==> src/rtl/tsb_mux_arbiter_pkg.sv <==
// Shared types and constants for the round-robin TSB mux arbiter.
// State encoding plus a small one-hot helper used by the top.
package tsb_arb_pkg;

  localparam int unsigned NUM_REQ = 4;
  localparam int unsigned SEL_W   = 2;

  typedef enum logic [1:0] {
    ARB_IDLE,
    ARB_SETTLE,
    ARB_GRANT,
    ARB_GAP
  } arb_state_t;

  function automatic logic [NUM_REQ-1:0] onehot(input logic [SEL_W-1:0] idx);
    return NUM_REQ'(1) << idx;
  endfunction

endpackage

==> src/rtl/tsb_mux_arbiter_if.sv <==
// Requester-side handshake bundle for the TSB mux arbiter.
// slave modport is the arbiter's view; master is the requesters' view.
interface tsb_mux_arbiter_if;
  import tsb_arb_pkg::*;

  logic [NUM_REQ-1:0] req;
  logic [NUM_REQ-1:0] done;
  logic [NUM_REQ-1:0] gnt;
  logic [SEL_W-1:0]   sel;
  logic               sel_valid;
  logic               busy;

  modport master (
    output req, done,
    input  gnt, sel, sel_valid, busy
  );

  modport slave (
    input  req, done,
    output gnt, sel, sel_valid, busy
  );

endinterface

==> src/rtl/tsb_mux_arbiter_rr_pick4.sv <==
// Combinational rotate-priority picker: first set req bit at or above ptr,
// wrapping 3->0.
module rr_pick4
  import tsb_arb_pkg::*;
(
  input  logic [NUM_REQ-1:0] req,
  input  logic [SEL_W-1:0]   ptr,
  output logic [SEL_W-1:0]   idx,
  output logic               any
);

  logic [SEL_W-1:0] cand;

  always_comb begin
    idx  = '0;
    any  = 1'b0;
    cand = '0;
    for (int unsigned k = 0; k < NUM_REQ; k++) begin
      cand = ptr + SEL_W'(k);
      if (!any && req[cand]) begin
        idx = cand;
        any = 1'b1;
      end
    end
  end

endmodule

==> src/rtl/tsb_mux_arbiter.sv <==
// Round-robin arbiter for a shared 4:1 tristate mux with break-before-make:
// select is set one cycle ahead of grant and dead cycles separate owners.
module tsb_mux_arbiter
  import tsb_arb_pkg::*;
#(
  parameter int unsigned HOLD_MAX   = 8,
  parameter int unsigned GAP_CYCLES = 1,
  parameter int unsigned CNT_W      = 4
) (
  input  logic               clk,
  input  logic               rst,
  tsb_mux_arbiter_if.slave   arb
);

  localparam logic [CNT_W-1:0] HOLD_LAST = CNT_W'(HOLD_MAX - 1);
  localparam logic [CNT_W-1:0] GAP_LAST  = CNT_W'(GAP_CYCLES - 1);

  arb_state_t         state_q, state_d;
  logic [SEL_W-1:0]   ptr_q, ptr_d;
  logic [SEL_W-1:0]   sel_q, sel_d;
  logic [NUM_REQ-1:0] gnt_q, gnt_d;
  logic               sel_valid_q, sel_valid_d;
  logic [CNT_W-1:0]   hold_cnt_q, hold_cnt_d;
  logic [CNT_W-1:0]   gap_cnt_q, gap_cnt_d;

  logic [SEL_W-1:0]   pick_idx;
  logic               pick_any;
  logic               release_now;

  rr_pick4 u_pick (
    .req (arb.req),
    .ptr (ptr_q),
    .idx (pick_idx),
    .any (pick_any)
  );

  // Any combination of req drop, done and hold expiry collapses into one release.
  assign release_now = !arb.req[sel_q] || arb.done[sel_q] || (hold_cnt_q == HOLD_LAST);

  always_comb begin
    state_d     = state_q;
    ptr_d       = ptr_q;
    sel_d       = sel_q;
    gnt_d       = gnt_q;
    sel_valid_d = sel_valid_q;
    hold_cnt_d  = hold_cnt_q;
    gap_cnt_d   = gap_cnt_q;
    unique case (state_q)
      ARB_IDLE: begin
        if (pick_any) begin
          sel_d   = pick_idx;
          state_d = ARB_SETTLE;
        end
      end
      ARB_SETTLE: begin
        gnt_d       = onehot(sel_q);
        sel_valid_d = 1'b1;
        hold_cnt_d  = '0;
        state_d     = ARB_GRANT;
      end
      ARB_GRANT: begin
        if (release_now) begin
          gnt_d       = '0;
          sel_valid_d = 1'b0;
          ptr_d       = sel_q + SEL_W'(1);
          gap_cnt_d   = '0;
          state_d     = ARB_GAP;
        end else begin
          hold_cnt_d = hold_cnt_q + CNT_W'(1);
        end
      end
      ARB_GAP: begin
        gap_cnt_d = gap_cnt_q + CNT_W'(1);
        if (gap_cnt_q == GAP_LAST) state_d = ARB_IDLE;
      end
      default: state_d = ARB_IDLE;
    endcase
  end

  always_ff @(posedge clk) begin
    if (rst) begin
      state_q     <= ARB_IDLE;
      ptr_q       <= '0;
      sel_q       <= '0;
      gnt_q       <= '0;
      sel_valid_q <= 1'b0;
      hold_cnt_q  <= '0;
      gap_cnt_q   <= '0;
    end else begin
      state_q     <= state_d;
      ptr_q       <= ptr_d;
      sel_q       <= sel_d;
      gnt_q       <= gnt_d;
      sel_valid_q <= sel_valid_d;
      hold_cnt_q  <= hold_cnt_d;
      gap_cnt_q   <= gap_cnt_d;
    end
  end

  assign arb.gnt       = gnt_q;
  assign arb.sel       = sel_q;
  assign arb.sel_valid = sel_valid_q;
  assign arb.busy      = (state_q != ARB_IDLE);

endmodule

==> src/flat_wrapper.sv <==
// flat-port wrapper written by rule: the top's interface ports become plain ports
module tsb_mux_arbiter_flat import tsb_arb_pkg::*;
#(
  parameter int unsigned HOLD_MAX   = 8,
  parameter int unsigned GAP_CYCLES = 1,
  parameter int unsigned CNT_W      = 4
)
  (clk, rst, arb_req, arb_done, arb_gnt, arb_sel, arb_sel_valid, arb_busy);
  tsb_mux_arbiter_if arb_i ();
  input  logic clk;
  input  logic rst;
  input wire logic [$bits(arb_i.req)-1:0] arb_req;
  input wire logic [$bits(arb_i.done)-1:0] arb_done;
  output wire logic [$bits(arb_i.gnt)-1:0] arb_gnt;
  output wire logic [$bits(arb_i.sel)-1:0] arb_sel;
  output wire logic [$bits(arb_i.sel_valid)-1:0] arb_sel_valid;
  output wire logic [$bits(arb_i.busy)-1:0] arb_busy;
  assign arb_i.req = arb_req;
  assign arb_i.done = arb_done;
  assign arb_gnt = arb_i.gnt;
  assign arb_sel = arb_i.sel;
  assign arb_sel_valid = arb_i.sel_valid;
  assign arb_busy = arb_i.busy;
  tsb_mux_arbiter #(.HOLD_MAX(HOLD_MAX), .GAP_CYCLES(GAP_CYCLES), .CNT_W(CNT_W)) u_core (.clk(clk), .rst(rst), .arb(arb_i));
endmodule
==> config.mk <==
export PLATFORM = sky130hd
export DESIGN_NAME = tsb_mux_arbiter_flat
export DESIGN_NICKNAME = d
export VERILOG_FILES = /design/src/rtl/tsb_mux_arbiter_pkg.sv /design/src/rtl/tsb_mux_arbiter_if.sv /design/src/rtl/tsb_mux_arbiter_rr_pick4.sv /design/src/rtl/tsb_mux_arbiter.sv /design/src/flat_wrapper.sv
export SDC_FILE = /design/constraint.sdc
export NUM_CORES = 1
export LEC_CHECK = 0
export ABC_AREA = 0
export BUFFER_PORTS_ARGS = -buffer_cell sky130_fd_sc_hd__buf_2
export CAP_MARGIN = 20
export CELL_PAD_IN_SITES_DETAIL_PLACEMENT = 1
export CELL_PAD_IN_SITES_GLOBAL_PLACEMENT = 2
export CORE_MARGIN = 2
export CORE_UTILIZATION = 36
export CTS_CLUSTER_SIZE = 28
export DETAILED_ROUTE_END_ITERATION = 12
export HOLD_SLACK_MARGIN = 0.05
export PLACE_DENSITY_LB_ADDON = 0.2
export SYNTH_ARGS = -nofsm -noshare
export SYNTH_HDL_FRONTEND = slang
export SYNTH_SLANG_ARGS = --single-unit
==> constraint.sdc <==
create_clock -name clk -period 2.6 [get_ports clk]
set_clock_uncertainty 0.05 [all_clocks]
set_input_delay 0 -clock clk [delete_from_list [all_inputs] [get_ports clk]]
set_output_delay 0 -clock clk [all_outputs]
set_load 0.02 [all_outputs]
==> flow_summary_export.csv <==
group,metric,value,unit
run_status,status,"finished, final reports clean",
final_layout,diodes,0,
synth,netlist_area,0.001339,mm²
clock_network,ctsHoldBuffers,0,
detailed_routing,num_vias,1253,
final_layout,mostFrequentLayoutCells,"19 x dfxtp_1, 17 x buf_2, 14 x nand2b_1",
synth,syn_inst,159,
timing,rsz0062_at_grt,"false",
floorplanning,fp.coreArea,0.003606,mm²
power,swShare,45.95,%
floorplanning,ios,18,
floorplanning,die_w,64.98,µm
placement,io_buffers,17,
timing,slew_headroom,56.23,%
timing,min_period,1.924,ns
clock_network,max-clock-path-buffers,2,
detailed_routing,vias_per_cell,5.644,
detailed_routing,first_iter_violations,78,
floorplanning,num_rows,22,
placement,dp_slack,0.6915,ns
synth,synth_top_area_share,28.41,%
power,comb_power_share,50.2,%
detailed_routing,drc_errors,0,
hold_path,hold_path_class,"in -> reg",
clock_network,path_clk_slew,0.08,ns
placement,dpl.hpwl,2.604,mm
synth,ys_types,48,
power,switchingPower,0.5723,mW
clock_network,cts_buffers,3,
critical_path,worstPathRequired,2.73,ns
floorplanning,start_util,37.13,%
clock_network,clock-sinks,19,
synth,synth_edf_count,0,
global_route,track_usage,19.15,%
clock_network,postCtsSetupRepairBufs,0,
timing,setup_tns,0,ns
critical_path,cp-end-kind,"flop",
power,p_leak,0.5658,nW
placement,dpl_cell_area,0.001458,mm²
global_route,grt_first_pass_wirelength,6.216,mm
synth,syn_nets,180,
hold_path,holdCritStartpoint,"arb_req[3]",
global_route,grt_max_degree,32,
critical_path,rrSetupSlack,0.68,ns
global_route,antenna_found_initial,0,
placement,place_congestion,0.8063,
global_route,grt_pass1_vias,1285,
final_layout,drive_gt1_share,17.24,%
detailed_routing,wl_per_cell,16.11,µm
hold_path,hold_end,"u_core.arb.sel[1]",
timing,worst_slack,0.6764,ns
synth,ys_async_sr_fraction,0,%
synth,ys_ff_latch,19,
clock_network,h-tree-depth,1,
timing,hold_viol_final,0,
critical_path,worstSetupPathType,"reg -> reg",
floorplanning,dieHeight,64.98,µm
detailed_routing,firstDrtPassIters,4,
final_layout,layout_commonest_cell,"dfxtp_1",
critical_path,crit_fanout,9,
synth,synth_ff_type,"dfxtp_1",
detailed_routing,antenna_left,0,
critical_path,r2r-start,"u_core.state_q[0]",
synth,synth.largest_area_cell,"dfxtp_1",
power,p_int,0.6730,mW
hold_path,min_path_cells,3,
power,seq_power_share,32.1,%
critical_path,critPathArrivalTime,2.05,ns
final_layout,area_delta_synth_final,12.34,%
critical_path,cp-start-kind,"flop",
final_layout,design_area,0.001504,mm²
clock_network,clock_latency,0.27,ns
clock_network,cts_resized,0,
synth,syn_avg_cell_area,8.420,µm²
timing,fin_crit_sh,73.98,%
clock_network,cts_root_buf,"clkbuf_8",
critical_path,r2r-end,"u_core.arb.gnt[0]",
final_layout,fillCellCount,457,
floorplanning,floorplan.die_area,0.004222,mm²
timing,finalSetupViolCount,0,
global_route,gr-total-overflow,0,
synth,ys_seq_area_share,28.41,%
critical_path,worst-r2r-cell-count,6,
flow_run,maxCapViolCount,0,
final_layout,layout.nets,196,
power,pwr-share-clk,17.7,%
clock_network,cts_tree,"done",
power,p_per_area,828.0,mW/mm²
detailed_routing,drt_wl_total,3.576,mm
power,peakVddDrop,0.4036,mV
timing,worst_slew_pin_slew,0.6552,ns
timing,max_freq,519.9,MHz
synth,yosysWarningCount,0,
synth,ys_top_cells_by_area,"dfxtp_1 28%, ha_1 10%, nand2b_1 6.5%",
timing,drv_slew,0,
-- cell type report --
cell class                 instances  area (µm²)  share of cell area, %
sequential                        19       380.4                  25.29
inverter                          13       48.80                  3.245
multi-input combinational        121       883.3                  58.74
timing repair buffer              17       85.08                  5.657
clock buffer                       3       41.29                  2.745
clock inverter                     1       5.005                 0.3328
tap                               48       60.06                  3.993
-- power groups by stage --
stage                     combinational, mW  clock, mW  sequential [mW]
after detailed placement              0.623          0            0.408
final                                 0.625      0.221            0.399
after global routing                  0.695      0.237            0.411
after global placement                0.612          0            0.403
after floorplan                       0.437          0            0.415
after CTS                             0.628      0.225            0.401
-- kinds of logic after synthesis --
family | count (synthesis) | synth area share [%]
compound gates | 45 | 27.10
fa+ha+maj | 11 | 10.28
buf+inv | 19 | 5.607
flops | 19 | 28.41
mux | 4 | 3.084
simple gates | 61 | 25.51
-- Yosys cell counts (2+ instances only) --
library cell / n
nand4_1: 3
nor2_1: 5
o311ai_0: 2
o31ai_1: 3
or4_1: 3
a21o_1: 2
nand3_1: 5
ha_1: 11
clkbuf_1: 4
or2_2: 2
nand2b_1: 14
nand2_1: 13
inv_1: 12
a31oi_1: 5
nor4_1: 3
mux2i_1: 3
o311ai_1: 2
o32ai_1: 2
a21oi_1: 9
a21boi_0: 2
nor2b_1: 6
dfxtp_1: 19
a311oi_1: 4
-- worst max path at each step --
stage / from / to / slack, ns / depth (start not counted)
after floorplan: u_core.arb.sel[0] / u_core.ptr_q[0] / 0.80 / 5
after global placement: u_core.state_q[0] / u_core.arb.gnt[0] / 0.76 / 6
after detailed placement: u_core.arb.sel[0] / u_core.ptr_q[0] / 0.69 / 4
after CTS: u_core.state_q[0] / u_core.arb.gnt[0] / 0.68 / 6
after global routing: u_core.state_q[0] / u_core.arb.gnt[0] / 0.52 / 6
final: u_core.state_q[0] / u_core.arb.gnt[0] / 0.68 / 6
-- worst max-delay path: stages (launching register included) --
cell	delay, ns
dfxtp_1	0.34
inv_1	0.09
ha_1	0.34
inv_2	0.14
a21oi_1	0.35
nand3_1	0.23
a311oi_1	0.30
-- through the flow --
stage	power (mW)	hold slack, ns	instances	util, %
after floorplan	0.8512	0.1621	159	-
after global placement	1.016	0.3517	218	40.42
after detailed placement	1.030	0.3648	218	40.42
after CTS	1.254	0.08836	222	41.71
after global routing	1.343	0.1753	222	41.71
final	1.245	0.09051	222	41.71
-- sequential cells by signal (all words and copies together), names as in the netlist --
name / count
u_core.arb.gnt: 4
u_core.arb.sel: 2
u_core.arb.sel_valid: 1
u_core.gap_cnt_q: 4
u_core.hold_cnt_q: 4
u_core.ptr_q: 2
u_core.state_q: 2
-- layer usage --
layer | GRT usage [%] | part of all wire (%)
met5 | 0 | 0
met2 | 32.60 | 47
met3 | 2.951 | 4.0
met1 | 24.20 | 48
met4 | 7.181 | 1.5
No activity file was read; power rests on OpenSTA's default activity.
